File: config.mk
export PLATFORM = sky130hd
export DESIGN_NAME = regram_burst_mover
export DESIGN_NICKNAME = d
export VERILOG_FILES = /design/src/rtl/regram_burst_mover.sv
export SDC_FILE = /design/constraint.sdc
export NUM_CORES = 2
export LEC_CHECK = 0
export CORE_ASPECT_RATIO = 1.1
export CORE_UTILIZATION = 50
export CTS_CLUSTER_SIZE = 16
export DETAILED_ROUTE_END_ITERATION = 10
export GPL_TIMING_DRIVEN = 0
export HOLD_SLACK_MARGIN = 0.03
export MAX_ROUTING_LAYER = met4
export PLACE_DENSITY = 0.66
export SLEW_MARGIN = 15
export SYNTH_ARGS = -nofsm -noshare
export SYNTH_HDL_FRONTEND = slang
export SYNTH_SLANG_ARGS = --single-unit
File: constraint.sdc
create_clock -name Clock -period 5.9 [get_ports Clock]
set_input_delay 1.18 -clock Clock [delete_from_list [all_inputs] [get_ports Clock]]
set_output_delay 1.18 -clock Clock [all_outputs]
set_load 0.02 [all_outputs]
File: src/rtl/regram_burst_mover.sv
// regram_burst_mover
//   RAM plus register file with a command-driven burst transfer engine.
//   A command moves 1..RF_DEPTH words either RAM->RF (LOAD) or RF->RAM
//   (STORE). Two combinational RF read ports serve the ALU side, and a host
//   write port can update the RF while the engine is idle.
//
// Ports
//   Clock, Reset_n                   system clock, async active-low reset
//   Cmd_Valid/Cmd_Ready              command handshake (Ready only when idle)
//   Cmd_Op                           0 = LOAD (RAM->RF), 1 = STORE (RF->RAM)
//   Cmd_DAddr, Cmd_RAddr, Cmd_Len    RAM start, RF start, burst length - 1
//   Done                             one-cycle pulse at burst completion
//   Host_W_En/Addr/Data              host RF write, honoured only when idle
//   Ra_Addr/Ra_Data, Rb_Addr/Rb_Data combinational RF read ports
//
// State table
//   state   | meaning
//   S_IDLE  | ready for a command, host writes allowed
//   S_LOAD  | issuing RAM reads, one word per cycle
//   S_DRAIN | last RAM word in flight, final RF write
//   S_STORE | writing RF words into RAM, one per cycle
//   S_DONE  | Done pulse, back to idle next cycle

module regram_burst_mover #(
    parameter int DATA_W    = 16,
    parameter int RF_DEPTH  = 16,
    parameter int RAM_DEPTH = 256,
    localparam int RF_AW    = $clog2(RF_DEPTH),
    localparam int RAM_AW   = $clog2(RAM_DEPTH)
) (
    input  logic              Clock,
    input  logic              Reset_n,
    input  logic              Cmd_Valid,
    output logic              Cmd_Ready,
    input  logic              Cmd_Op,
    input  logic [RAM_AW-1:0] Cmd_DAddr,
    input  logic [RF_AW-1:0]  Cmd_RAddr,
    input  logic [RF_AW-1:0]  Cmd_Len,
    output logic              Done,
    input  logic              Host_W_En,
    input  logic [RF_AW-1:0]  Host_W_Addr,
    input  logic [DATA_W-1:0] Host_W_Data,
    input  logic [RF_AW-1:0]  Ra_Addr,
    input  logic [RF_AW-1:0]  Rb_Addr,
    output logic [DATA_W-1:0] Ra_Data,
    output logic [DATA_W-1:0] Rb_Data
);

    typedef enum logic [2:0] {
        S_IDLE,
        S_LOAD,
        S_DRAIN,
        S_STORE,
        S_DONE
    } state_t;

    state_t state, state_nxt;

    logic [RAM_AW-1:0] dptr;
    logic [RF_AW-1:0]  rptr;
    logic [RF_AW-1:0]  cnt;
    logic [RF_AW-1:0]  rptr_d;
    logic              ld_vld;
    logic [DATA_W-1:0] ram_q;
    logic [DATA_W-1:0] ram_mem [RAM_DEPTH];
    logic [DATA_W-1:0] rf      [RF_DEPTH];
    logic              accept;
    logic              moving;

    assign accept = Cmd_Valid & Cmd_Ready;
    assign moving = (state == S_LOAD) || (state == S_STORE);

    always_ff @(posedge Clock or negedge Reset_n) begin
        if (!Reset_n) begin
            state <= S_IDLE;
        end else begin
            state <= state_nxt;
        end
    end

    always_comb begin
        state_nxt = state;
        Cmd_Ready = 1'b0;
        Done      = 1'b0;
        case (state)
            S_IDLE: begin
                Cmd_Ready = 1'b1;
                if (Cmd_Valid) begin
                    state_nxt = Cmd_Op ? S_STORE : S_LOAD;
                end
            end
            S_LOAD: begin
                if (cnt == '0) begin
                    state_nxt = S_DRAIN;
                end
            end
            S_DRAIN: begin
                state_nxt = S_DONE;
            end
            S_STORE: begin
                if (cnt == '0) begin
                    state_nxt = S_DONE;
                end
            end
            S_DONE: begin
                Done      = 1'b1;
                state_nxt = S_IDLE;
            end
            default: begin
                state_nxt = S_IDLE;
            end
        endcase
    end

    // Pointers wrap naturally at their widths; the count is free to wrap on
    // the final beat because the FSM leaves the moving state at the same edge.
    always_ff @(posedge Clock or negedge Reset_n) begin
        if (!Reset_n) begin
            dptr   <= '0;
            rptr   <= '0;
            cnt    <= '0;
            rptr_d <= '0;
            ld_vld <= 1'b0;
        end else begin
            if (accept) begin
                dptr <= Cmd_DAddr;
                rptr <= Cmd_RAddr;
                cnt  <= Cmd_Len;
            end else if (moving) begin
                dptr <= dptr + RAM_AW'(1);
                rptr <= rptr + RF_AW'(1);
                cnt  <= cnt - RF_AW'(1);
            end
            // RAM read data arrives one edge after the issue; the valid bit
            // and the RF pointer travel alongside it.
            ld_vld <= (state == S_LOAD);
            rptr_d <= rptr;
        end
    end

    // RAM is not reset; the non-blocking read gives old data on a
    // same-address write.
    always_ff @(posedge Clock) begin
        if (state == S_STORE) begin
            ram_mem[dptr] <= rf[rptr];
        end
        ram_q <= ram_mem[dptr];
    end

    // Pipeline writes and host writes never coincide: ld_vld is only high
    // in LOAD/DRAIN, host writes only land in IDLE.
    always_ff @(posedge Clock or negedge Reset_n) begin
        if (!Reset_n) begin
            for (int i = 0; i < RF_DEPTH; i++) begin
                rf[i] <= '0;
            end
        end else if (ld_vld) begin
            rf[rptr_d] <= ram_q;
        end else if ((state == S_IDLE) && Host_W_En) begin
            rf[Host_W_Addr] <= Host_W_Data;
        end
    end

    assign Ra_Data = rf[Ra_Addr];
    assign Rb_Data = rf[Rb_Addr];

endmodule

==> results_dict.tcl <==
set metrics [dict create \
    status "complete, but fails checks" \
    violations "negative setup slack" \
    cellPowerDensity_mw_per_mm2 516 \
    seq_area_frac_synth 0.750 \
    clock-sinks 4392 \
    tightest_slew_ns 1.43 \
    insertion_delay_ns 1.02 \
    numCtsBuffers 430 \
    holdWs_ns 0.264 \
    fp-row-count 226 \
    period_minus_slack_ns 6.22 \
    crit_fanout 10 \
    die_area_mm2 0.350 \
    drv_cap 0 \
    grt_pass1_vias 94600 \
    power_leakage_nw 63.1 \
    slew_headroom 0.0367 \
    synth_area_per_cell_um2 20.5 \
    crit_path_start_kind "register" \
    io_buffers 56 \
    grt_overflow 0 \
    path_class "register to register" \
    layout_common_cells "edfxtp_1, mux4_2, a22oi_1" \
    die_h_um 620 \
    clkSlewWorstSetupHoldPaths_ns 0.06 \
    drc 0 \
    slew_violations 0 \
    ctsHoldBuffers 0 \
    clockBufferDepth 4 \
    hold_violations 0 \
    synthCells 8490 \
    htreeDepth 5 \
    dp_slack_ns 0.0508 \
    cp_data_required_time_ns 6.50 \
    synthesis.area_mm2 0.174 \
    finClkSkew_ns 0.0824 \
    syn_to_final_growth_pct 15.5 \
    detail-route-antenna-nets 0 \
    place_hpwl_mm 369 \
    vias 95000 \
    synthesis.nets 8545 \
    via_per_inst 6.66 \
    yosysUniqueCellTypes 38 \
    grt_setup_unrepaired "false" \
    fmax_ghz 0.161 \
    drive_above_1_share 0.277 \
    routed_wl_mm 524 \
    final_common_cell "edfxtp_1" \
    antenna_found_initial 18 \
    finalSetupViolCount 32 \
    nets 9389 \
    globalplace.congestion 1.03 \
    ir_worst_vdd_uv 405 \
    synth-seq-cells 4392 \
    arrival_ns 6.82 \
    hold_class "input pin to asynchronous set/reset pin" \
    grt.total_usage 0.308 \
    synth_top_area_cell "edfxtp_1" \
    dr.pass1.iters 8 \
    end_kind "register" \
    yosysWarningCount 0 \
    synth_top_area_share 0.708 \
    cts_tree "yes" \
    synthFlopType "edfxtp_1" \
    synth_edf_count 4096 \
    routedWlPerCell_um 36.7 \
    grt_start_max_net_pins 109 \
    io_pins 83 \
    dr.first_iter.drc_count 13500 \
    fin_crit_sh 1.05 \
    coreArea_mm2 0.345 \
    initial_utilization 0.503 \
    die_width_um 564 \
    num-fill-cells 24600 \
    root_buffer "clkbuf_16" \
    netlist_top_cells_area "edfxtp_1, mux4_2, dfrtp_1, a22oi_1, clkbuf_1" \
    setup_ws_ns -0.319 \
    tns_ns -1.41 \
    grt_pass1_wl_mm 725 \
    async_flop_share 0.0638 \
]
[flip-flops by register name, summed over array words and instances, names as in the netlist]
name,count
dptr,8
rptr,4
ram_q,16
cnt,4
state,3
rf,256
rptr_d,4
ram_mem,4096
ld_vld,1
[metrics by stage]
stage	utilization	cell area, um^2	std cells	power (mW)
2_1_floorplan	-	174000	8490	61.9
3_3_place_gp	0.521	180000	13100	69.5
3_5_place_dp	0.541	187000	13500	76.2
4_1_cts	0.581	200000	14300	103
5_1_grt	0.581	201000	14300	106
6_report	0.581	201000	14300	103
[where the power goes]
part | internal, mW | switching [mW]
sequential | 40.6 | 0.438
combinational | 11.0 | 24.4
clock | 15.3 | 11.9
total | 66.8 | 36.7
[what timing repair did]
action                                  4_1_cts  5_1_grt
gates resized for setup                       0        1
setup buffers                                 0        0
endpoints found under the setup margin        0        8
[area by class of cell]
class                           instances  area, um^2  area share
Clock inverter                        264        2420      0.0121
Buffer                                645        2780      0.0139
Clock buffer                          529       11400      0.0566
Sequential cell                      4392      130000       0.650
Multi-Input combinational cell       3448       41700       0.208
Inverter                                5        18.8   0.0000935
Antenna cell                           19        47.5    0.000237
Tap cell                             4560        5710      0.0284
Timing Repair Buffer                  412        6270      0.0313
[path summary, 6_finish.rpt]
kind / from / to / slack [ns] / depth (start not counted)
min in group Clock: rptr[3] / rptr_d[3] / 0.37 / 0
worst max-delay path: dptr[1] / ram_q[13] / -0.32 / 9
max in group asynchronous: Reset_n / rf[41] / 4.57 / 2
worst min-delay path: Reset_n / rf[176] / 0.26 / 1
worst max register to register: dptr[1] / ram_q[13] / -0.32 / 9
worst min register to register: rptr[3] / rptr_d[3] / 0.37 / 0
[layer usage]
layer  track usage  share of wire  vias up
met5             -              0        -
met4         0.159          0.059        0
met3        0.0733           0.11     1139
met2         0.468           0.47     6027
met1         0.388           0.36    50300
li1              -              -    37500
[worst max-delay path, stage by stage (launching register included)]
cell and delay (ns):
dfrtp_1 0.41, buf_2 0.32, buf_2 0.63, buf_2 0.76, buf_1 0.76, mux4_2 0.46
a22oi_1 0.20, a21oi_1 0.23, o41ai_1 1.16, nand4_1 0.87
[synth_stat cells, types with 6 or more instances]
master    instances
buf_2           101
a21oi_1         259
buf_1            80
clkbuf_1        429
a22oi_1         800
dfxtp_1          16
nand4_1          16
mux2i_1          64
buf_4            28
a221oi_1         32
dfrtp_1         280
and2_1           26
o41ai_1          64
mux4_2         1216
xnor2_1           7
edfxtp_1       4096
nor2_1          280
nand2b_1          9
buf_6             7
nor3_1            9
nor2b_1           9
xor2_1            6
nor2_2            6
ha_1              6
o21ai_0         288
nand2_1         329
[logic make-up after synthesis]
group                    count (synthesis)  share of synthesized area
adder cells (fa/ha/maj)                  6                   0.000432
AND/OR/NAND/NOR                        704                     0.0166
flip-flops                            4392                      0.750
buffers and inverters                  650                     0.0157
XOR/XNOR                                13                   0.000655
multiplexers                          1280                      0.161
AO/OA/AOI/OAI                         1445                     0.0552
Note: power is estimated with default switching activity, not from simulation.
